## src/rtl/filter_switch_sequencer.sv

```systemverilog
// Fades gain out/in around filter switches, flushing filter history at zero gain; one-cycle registered response.
// No backpressure: sample_tick paces fades, flush_req is held until flush_ack or FLUSH_TIMEOUT cycles.
module filter_switch_sequencer #(
  parameter int GAIN_W        = 8,
  parameter int STEP          = 32,
  parameter int FLUSH_TIMEOUT = 255
) (
  input  logic              clk,
  input  logic              reset_n,
  input  logic              play_en,
  input  logic [2:0]        filter_req,
  input  logic              sample_tick,
  input  logic              flush_ack,
  output logic [2:0]        active_filter,
  output logic [GAIN_W-1:0] gain,
  output logic              flush_req,
  output logic              busy,
  output logic              mute,
  output logic              flush_err
);

  localparam logic [2:0] S_IDLE     = 3'd0;
  localparam logic [2:0] S_FADE_IN  = 3'd1;
  localparam logic [2:0] S_RUN      = 3'd2;
  localparam logic [2:0] S_FADE_OUT = 3'd3;
  localparam logic [2:0] S_FLUSH    = 3'd4;

  localparam int                CNT_W      = $clog2(FLUSH_TIMEOUT + 1);
  localparam logic [GAIN_W:0]   STEP_X     = (GAIN_W + 1)'(STEP);
  localparam logic [GAIN_W:0]   GAIN_MAX_X = {1'b0, {GAIN_W{1'b1}}};
  localparam logic [CNT_W-1:0]  CNT_LAST   = CNT_W'(FLUSH_TIMEOUT - 1);

  logic [2:0]        state_q, state_d;
  logic [GAIN_W-1:0] gain_q, gain_d;
  logic [2:0]        filt_q, filt_d;
  logic              flush_req_q, flush_req_d;
  logic              busy_q, busy_d;
  logic              flush_err_q, flush_err_d;
  logic [CNT_W-1:0]  cnt_q, cnt_d;

  logic [2:0]        san;
  logic              changed;
  logic [GAIN_W:0]   gain_up;
  logic [GAIN_W:0]   gain_dn;
  logic              timeout;
  logic              flush_done;

  always_comb begin
    san        = (filter_req > 3'd5) ? 3'd0 : filter_req;
    changed    = !play_en || (san != filt_q);
    gain_up    = {1'b0, gain_q} + STEP_X;
    if (gain_up > GAIN_MAX_X) begin
      gain_up = GAIN_MAX_X;
    end
    gain_dn    = ({1'b0, gain_q} > STEP_X) ? ({1'b0, gain_q} - STEP_X) : '0;
    timeout    = !flush_ack && (cnt_q == CNT_LAST);
    flush_done = flush_ack || timeout;

    state_d     = state_q;
    gain_d      = gain_q;
    filt_d      = filt_q;
    flush_req_d = flush_req_q;
    flush_err_d = flush_err_q;
    cnt_d       = '0;

    case (state_q)
      S_IDLE: begin
        gain_d = '0;
        if (play_en) begin
          filt_d  = san;
          state_d = S_FADE_IN;
        end
      end
      S_FADE_IN: begin
        // An abort freezes gain for this cycle; the fade-out starts from here.
        if (changed) begin
          state_d = S_FADE_OUT;
        end else if (sample_tick) begin
          gain_d = gain_up[GAIN_W-1:0];
          if (gain_up == GAIN_MAX_X) begin
            state_d = S_RUN;
          end
        end
      end
      S_RUN: begin
        gain_d = GAIN_MAX_X[GAIN_W-1:0];
        if (changed) begin
          state_d = S_FADE_OUT;
        end
      end
      S_FADE_OUT: begin
        if (gain_q == '0) begin
          if (play_en) begin
            state_d     = S_FLUSH;
            flush_req_d = 1'b1;
          end else begin
            state_d = S_IDLE;
          end
        end else if (sample_tick) begin
          gain_d = gain_dn[GAIN_W-1:0];
        end
      end
      S_FLUSH: begin
        cnt_d = cnt_q + 1'b1;
        // The filter code is taken at handshake completion so the last request wins.
        if (flush_done) begin
          filt_d      = san;
          flush_req_d = 1'b0;
          cnt_d       = '0;
          if (timeout) begin
            flush_err_d = 1'b1;
          end
          state_d = play_en ? S_FADE_IN : S_IDLE;
        end
      end
      default: begin
        state_d     = S_IDLE;
        gain_d      = '0;
        flush_req_d = 1'b0;
      end
    endcase

    busy_d = (state_d == S_FADE_IN) || (state_d == S_FADE_OUT) || (state_d == S_FLUSH);
  end

  always_ff @(posedge clk or negedge reset_n) begin
    if (!reset_n) begin
      state_q     <= S_IDLE;
      gain_q      <= '0;
      filt_q      <= 3'd0;
      flush_req_q <= 1'b0;
      busy_q      <= 1'b0;
      flush_err_q <= 1'b0;
      cnt_q       <= '0;
    end else begin
      state_q     <= state_d;
      gain_q      <= gain_d;
      filt_q      <= filt_d;
      flush_req_q <= flush_req_d;
      busy_q      <= busy_d;
      flush_err_q <= flush_err_d;
      cnt_q       <= cnt_d;
    end
  end

  assign active_filter = filt_q;
  assign gain          = gain_q;
  assign flush_req     = flush_req_q;
  assign busy          = busy_q;
  assign flush_err     = flush_err_q;
  assign mute          = (gain_q == '0);

endmodule
```

## config.mk

```make
export PLATFORM = sky130hd
export DESIGN_NAME = filter_switch_sequencer
export DESIGN_NICKNAME = d
export VERILOG_FILES = /design/src/rtl/filter_switch_sequencer.sv
export SDC_FILE = /design/constraint.sdc
export NUM_CORES = 1
export LEC_CHECK = 0
export ABC_AREA = 1
export CAP_MARGIN = 20
export CORE_ASPECT_RATIO = 0.7
export CORE_MARGIN = 5
export CORE_UTILIZATION = 48
export DETAILED_ROUTE_END_ITERATION = 10
export GPL_TIMING_DRIVEN = 0
export PLACE_DENSITY = 0.78
export SLEW_MARGIN = 20
export SYNTH_ARGS = -nofsm -noshare
export SYNTH_HDL_FRONTEND = slang
export SYNTH_SLANG_ARGS = --single-unit
```

## constraint.sdc

```tcl
create_clock -name clk -period 1.65 [get_ports clk]
set_input_delay 0.4125 -clock clk [delete_from_list [all_inputs] [get_ports clk]]
set_output_delay 0.4125 -clock clk [all_outputs]
set_load 0.005 [all_outputs]
```

==> flow_summary.json, run 1 <==
{
  "portBuffers": 22,
  "htreeDepth": 1,
  "grt_pass1_wl_um": 6450,
  "tns_ns": -0.0919,
  "antenna_found_initial": 0,
  "clock_latency_ns": 0.28,
  "relSlewSlack_pct": 61.2,
  "cts-root-buf": "clkbuf_8",
  "routedWlPerCell_um": 13.2,
  "finalPower_w": 0.00358,
  "worstRegToRegCells": 11,
  "syn_nets": 226,
  "crit-reg2reg-launch": "gain[5]$_DFFE_PN0P_",
  "antenna_left": 0,
  "slowest_stage": "dfrtp_2",
  "ys_ff_latch": 25,
  "start_util_pct": 49.9,
  "ir_drop_v": 0.00137,
  "yosysUniqueCellTypes": 27,
  "cp.buffers_inverters": 3,
  "place_area_um2": 1830,
  "cp_max_fo": 4,
  "cp-start-kind": "register",
  "clock_path_buffers": 2,
  "hold_viol_final": 0,
  "n_fill_cell": 261,
  "timing.hold.ws_ns": 0.112,
  "grt_usage_pct": 18.1,
  "power_density_nw_per_um2": 1710,
  "grt_max_degree": 26,
  "io_pins": 23,
  "drive_gt1_share_pct": 23.1,
  "final_area_um2": 2090,
  "via_per_inst": 5.06,
  "synth_area_per_cell_um2": 7.37,
  "tritoncts": "yes",
  "syn_inst": 213,
  "grt_overflow": 0,
  "rsz0062_at_grt": "yes",
  "diodes": 0,
  "via_count": 1484,
  "reg2reg_slack_ns": -0.04,
  "cts_hold_buf": 0,
  "die_area_um2": 4530,
  "synthToLayoutAreaGrowth_pct": 33.3,
  "cts_buffers": 3,
  "coreArea_um2": 3150,
  "worstPathRequired_ns": 1.81,
  "period_needed_ns": 1.69,
  "crit_path_max_incr_delay_ns": 0.41,
  "violations": "negative setup slack",
  "hp-class": "primary input to async pin",
  "critPathArrivalTime_ns": 1.85,
  "globalplace.congestion": 0.934,
  "ys.warnings.count": 0,
  "drt_iter0_drc": 97,
  "setup_viol_count_final": 5,
  "wl_um": 3880,
  "worst_setup_path_end_kind": "register",
  "grt_pass1_vias": 1384,
  "period_share_pct": 102,
  "die_h_um": 57.9,
  "route.detailed.drc": 0,
  "drv_cap": 0,
  "crit_chain": "clkinvlp_4 > buf_6 > ha_4 > a21oi_2 > nand3_2 > nand3_2 > nand2_1 > inv_1 > nand3_2 > nand2_2 > nand3_2",
  "seq_area_frac_synth_pct": 39.8,
  "cpMostUsedCell": "nand3_2",
  "clk_pin_slew_ns": 0.09,
  "worstSetupPathType": "register to register",
  "die_x_um": 78.4,
  "max_slew.worst_pin.slew_ns": 0.577,
  "finClkSkew_ns": 0.00298,
  "rows": 17,
  "drv_slew": 0,
  "setup_ws_ns": -0.0386,
  "drt_pass1_iterations": 4,
  "leakage_nw": 1.07,
  "dp_hpwl_um": 2530,
  "reg2reg_to": "busy$_DFF_PN0_",
  "netlist_area_um2": 1570,
  "cp_top_family": "simple AND/OR/NAND/NOR gates",
  "fmax_mhz": 592,
  "status": "finished, violations left",
  "cts.sinks": 25,
  "final_nets": 269
}
## stage by stage
stage	instances	utilization, %	setup WS, ns
2_1_floorplan	213	-	0.0186
3_3_place_gp	273	58.4	-0.281
3_5_place_dp	273	58.3	-0.289
4_1_cts	289	63.7	-0.0110
5_1_grt	293	66.5	-0.133
6_report	293	66.5	-0.0386
## layout by cell type, fill, tap and decap left out
| cell type | synthesis | layout |
|---|---|---|
| o21bai_2 | 0 | 1 |
| nor2_1 | 25 | 25 |
| ha_2 | 0 | 1 |
| o211ai_1 | 2 | 2 |
| nand2_2 | 3 | 7 |
| o41ai_1 | 1 | 1 |
| inv_2 | 3 | 4 |
| clkdlybuf4s50_1 | 0 | 11 |
| dlygate4sd2_1 | 0 | 4 |
| ha_4 | 0 | 1 |
| a21oi_1 | 6 | 6 |
| o21ai_1 | 8 | 9 |
| buf_2 | 0 | 2 |
| clkbuf_8 | 0 | 3 |
| dfrtp_2 | 0 | 3 |
| o21ai_0 | 11 | 9 |
| dlymetal6s2s_1 | 0 | 5 |
| nor2_4 | 3 | 4 |
| nor2_2 | 3 | 2 |
| nand4_1 | 2 | 2 |
| nand2_1 | 57 | 52 |
| buf_4 | 1 | 12 |
| xor2_1 | 3 | 3 |
| a21oi_2 | 3 | 3 |
| a21o_1 | 1 | 1 |
| o21ai_2 | 1 | 2 |
| a211oi_1 | 1 | 1 |
| dfrtp_1 | 25 | 22 |
| inv_1 | 29 | 27 |
| ha_1 | 5 | 3 |
| clkinvlp_4 | 0 | 2 |
| nand3_1 | 9 | 7 |
| nand2_4 | 0 | 1 |
| buf_6 | 0 | 5 |
| xnor2_1 | 2 | 2 |
| nor3_1 | 4 | 4 |
| nand3_2 | 3 | 4 |
| nand3_4 | 1 | 2 |
## area by class of cell
class / count / area (um2) / share of cell area, %
buffer: 1 / 7.51 / 0.359
multi-input combinational: 155 / 880 / 42.0
inverter: 32 / 124 / 5.92
sequential: 25 / 629 / 30.1
tap: 38 / 47.5 / 2.27
clock buffer: 3 / 41.3 / 1.97
clock inverter: 1 / 7.51 / 0.359
timing repair buffer: 38 / 357 / 17.0
## flip-flops by register name, summed over array words and instances, names as in the netlist
name / count
busy: 1
gain: 8
flush_req: 1
state_q: 3
cnt_q: 8
flush_err: 1
active_filter: 3
## repair_timing
action                                  4_1_cts  5_1_grt
setup buffers                                12        4
pin swaps                                     5        5
resized for setup                            20       18
endpoints found under the setup margin       14       18
## synthesized netlist by cell type
cell,n,area share [%]
buf_4,1,0.48
a21oi_2,3,1.7
nor2_1,25,6.0
dfrtp_1,25,40
o21ai_0,11,3.5
a21o_1,1,0.48
o21ai_2,1,0.56
nand2_2,3,1.2
nand4_1,2,0.80
xnor2_1,2,1.1
o41ai_1,1,0.56
o211ai_1,2,0.96
inv_2,3,0.72
a21oi_1,6,1.9
nand3_1,9,2.9
nand3_2,3,1.9
nor2_2,3,1.2
o21bai_1,1,0.48
nor3_1,4,1.3
o21ai_1,8,2.5
a211oi_1,1,0.48
ha_1,5,4.0
nand3_4,1,1.1
nor2_4,3,2.2
nand2_1,57,14
inv_1,29,6.9
xor2_1,3,1.7
## kinds of logic (layout without fill, tap and decap cells)
| group | count (synthesis) | count (layout) | synth area share [%] |
|---|---|---|---|
| and+or+nand+nor | 110 | 110 | 32.1 |
| AOI/OAI and AO/OA | 35 | 35 | 13.1 |
| buffers and inverters | 33 | 75 | 8.13 |
| DFF | 25 | 25 | 39.8 |
| adders and majority gates | 5 | 5 | 3.98 |
| xor gates and xnor gates | 5 | 5 | 2.79 |
## worst max path at each step
| stage | start | endpoint | slack [ns] | cells past startpoint |
|---|---|---|---|---|
| after floorplan | gain[6]$_DFFE_PN0P_ | busy$_DFF_PN0_ | 0.02 | 10 |
| after global placement | filter_req[2] | gain[0]$_DFFE_PN0P_ | -0.28 | 10 |
| after detailed placement | filter_req[2] | gain[1]$_DFFE_PN0P_ | -0.29 | 11 |
| after CTS | gain[5]$_DFFE_PN0P_ | busy$_DFF_PN0_ | -0.01 | 11 |
| after global routing | gain[5]$_DFFE_PN0P_ | gain[5]$_DFFE_PN0P_ | -0.13 | 10 |
| final | gain[5]$_DFFE_PN0P_ | busy$_DFF_PN0_ | -0.04 | 11 |
## metal layers
layer,share of wire (%),vias to the layer above,global-route usage (%)
li1,-,761,-
met3,5.0,7,5.12
met4,1.4,0,7.23
met5,0,-,0
met2,45,39,26.3
met1,49,677,25.6
## power breakdown
group	switching [W]	total (W)	internal, W
clock	0.000207	0.000379	0.000172
combinational	0.00123	0.00224	0.00101
sequential	0.000162	0.000961	0.000799
total	0.00160	0.00358	0.00198
Power figures use the tool's default switching activity.
==> run 2: changes to the inputs <==
--- a/config.mk
+++ b/config.mk
@@ -7,12 +7,13 @@
 export LEC_CHECK = 0
 export ABC_AREA = 1
 export CAP_MARGIN = 20
-export CORE_ASPECT_RATIO = 0.7
-export CORE_MARGIN = 5
-export CORE_UTILIZATION = 48
+export CELL_PAD_IN_SITES_DETAIL_PLACEMENT = 1
+export CELL_PAD_IN_SITES_GLOBAL_PLACEMENT = 2
+export CORE_MARGIN = 2
+export CORE_UTILIZATION = 27
 export DETAILED_ROUTE_END_ITERATION = 10
 export GPL_TIMING_DRIVEN = 0
-export PLACE_DENSITY = 0.78
+export PLACE_DENSITY = 0.77
 export SLEW_MARGIN = 20
 export SYNTH_ARGS = -nofsm -noshare
 export SYNTH_HDL_FRONTEND = slang
==> run 2 against run 1 <==
Net effect:
- the run still ends with negative setup slack left
- combinational power grew 4%
- non-clock buffer count grew 1
- via count grew 0.40%
- clock skew grew 0.0015 ns
- largest power group unchanged
==> flow_summary.json, run 2 (synthesized netlist as in run 1, its figures left out) <==
{
  "clock_latency_ns": 0.28,
  "synthToLayoutAreaGrowth_pct": 41.1,
  "critPathArrivalTime_ns": 1.83,
  "die_x_um": 80.3,
  "cpMostUsedCell": "nand2_1",
  "portBuffers": 22,
  "globalplace.congestion": 0.761,
  "period_share_pct": 101,
  "cts-root-buf": "clkbuf_8",
  "ir_drop_v": 0.000661,
  "status": "finished, violations left",
  "grt_overflow": 0,
  "drt_pass1_iterations": 4,
  "hp-class": "primary input to async pin",
  "worstPathRequired_ns": 1.82,
  "drive_gt1_share_pct": 27.7,
  "antenna_found_initial": 0,
  "period_needed_ns": 1.67,
  "io_pins": 23,
  "wl_um": 4450,
  "leakage_nw": 1.10,
  "cts_hold_buf": 0,
  "drv_cap": 0,
  "grt_pass1_vias": 1557,
  "setup_viol_count_final": 3,
  "start_util_pct": 28.2,
  "diodes": 0,
  "coreArea_um2": 5570,
  "grt_pass1_wl_um": 7400,
  "fmax_mhz": 600,
  "cts.sinks": 25,
  "setup_ws_ns": -0.0169,
  "finalPower_w": 0.00370,
  "grt_max_degree": 26,
  "finClkSkew_ns": 0.00445,
  "slowest_stage": "dfrtp_2",
  "cts_buffers": 3,
  "met1_usage_pct": 20.5,
  "via_count": 1490,
  "crit_chain": "buf_6 > buf_4 > inv_2 > nand2_1 > nand2_2 > nand3_4 > nand3_2 > nand2_1 > inv_1 > nand3_2 > nand2_2 > nand2_1",
  "antenna_left": 0,
  "use_met3_pct": 1.80,
  "rows": 27,
  "worstSetupPathType": "register to register",
  "crit_path_max_incr_delay_ns": 0.45,
  "grt_usage_pct": 14.6,
  "power_density_nw_per_um2": 1670,
  "htreeDepth": 1,
  "place_ws_ns": -0.368,
  "routedWlPerCell_um": 13.6,
  "tritoncts": "yes",
  "violations": "negative setup slack",
  "clock_path_buffers": 2,
  "drv_slew": 0,
  "rsz0062_at_grt": "yes",
  "die_h_um": 80.3,
  "relSlewSlack_pct": 57.1,
  "hold_viol_final": 0,
  "final_common_cell": "nand2_1",
  "die_area_um2": 6440,
  "drt_iter0_drc": 63,
  "cp-start-kind": "register",
  "clk_pin_slew_ns": 0.10,
  "layout_common_cells": "nand2_1, inv_1, nor2_1",
  "max_slew.worst_pin.slew_ns": 0.639,
  "dp_hpwl_um": 3010,
  "cp_max_fo": 4,
  "via_per_inst": 4.54,
  "final_nets": 270,
  "grt_busiest_layer": "met2",
  "route.detailed.drc": 0,
  "grt_use_met2_pct": 23.6,
  "worst_setup_path_end_kind": "register"
}
==> run 2: cell count changes in the layout (fill, tap and decap cells not counted), moves of 2 or more <==
cell / before / now
clkdlybuf4s50_1: 11 / 9
nor2_4: 4 / 7
nand3_1: 7 / 5
inv_1: 27 / 24
buf_4: 12 / 14
nor2_1: 25 / 23
inv_2: 4 / 6
==> run 2: stage by stage <==
stage	hold slack, ns	cell area, um2	util (%)	std cells	TNS, ns
CTS	0.142	2090	37.5	324	-0.133
finish	0.124	2220	39.8	328	-0.0384
global placement	0.450	1880	33.8	307	-9.91
detailed placement	0.461	1880	33.7	307	-3.95
global route	0.152	2220	39.8	328	-0.800
floorplan	0.117	1570	-	213	0
==> run 2: what timing repair did <==
action	4_1_cts	5_1_grt
pin swaps	7	12
endpoints found under the setup margin	15	21
setup buffers	13	4
resized for setup	32	30
==> run 2: worst paths after layout <==
check	to	cells after the start	start	slack [ns]
max in group asynchronous	gain[6]$_DFFE_PN0P_	1	reset_n	1.10
hold reg to reg	flush_err$_DFFE_PN0P_	2	flush_err$_DFFE_PN0P_	0.48
min in group clk	flush_err$_DFFE_PN0P_	2	flush_err$_DFFE_PN0P_	0.48
setup reg to reg	state_q[0]$_DFF_PN0_	12	gain[7]$_DFFE_PN0P_	-0.02
hold / removal	active_filter[1]$_DFFE_PN0P_	1	reset_n	0.12
setup / recovery	state_q[0]$_DFF_PN0_	12	gain[7]$_DFFE_PN0P_	-0.02
==> run 2: final cells by class <==
type                       count  area (um2)
timing repair buffer          39         363
clock inverter                 1        7.51
inverter                      32         128
tap                           72        90.1
sequential                    25         631
fill                         696        3360
multi-input combinational    155         948
clock buffer                   3        41.3
buffer                         1        7.51
==> run 2: routing by layer <==
metal	part of all wire (%)	wire length, um
met5	0	0
met4	1.4	64
met3	1.8	81
met2	49	2160
met1	48	2140
==> run 2: critical path: cells and delay by family (launching register included) <==
kind,cells,cell delay [ns]
DFF,1,0.45
and+or+nand+nor,8,0.69
buffers and inverters,4,0.40
==> run 2: power by group <==
part           switching, W  total, W  internal (W)
Sequential         0.000165  0.000966      0.000801
Clock              0.000220  0.000392      0.000172
Combinational       0.00130   0.00234       0.00103
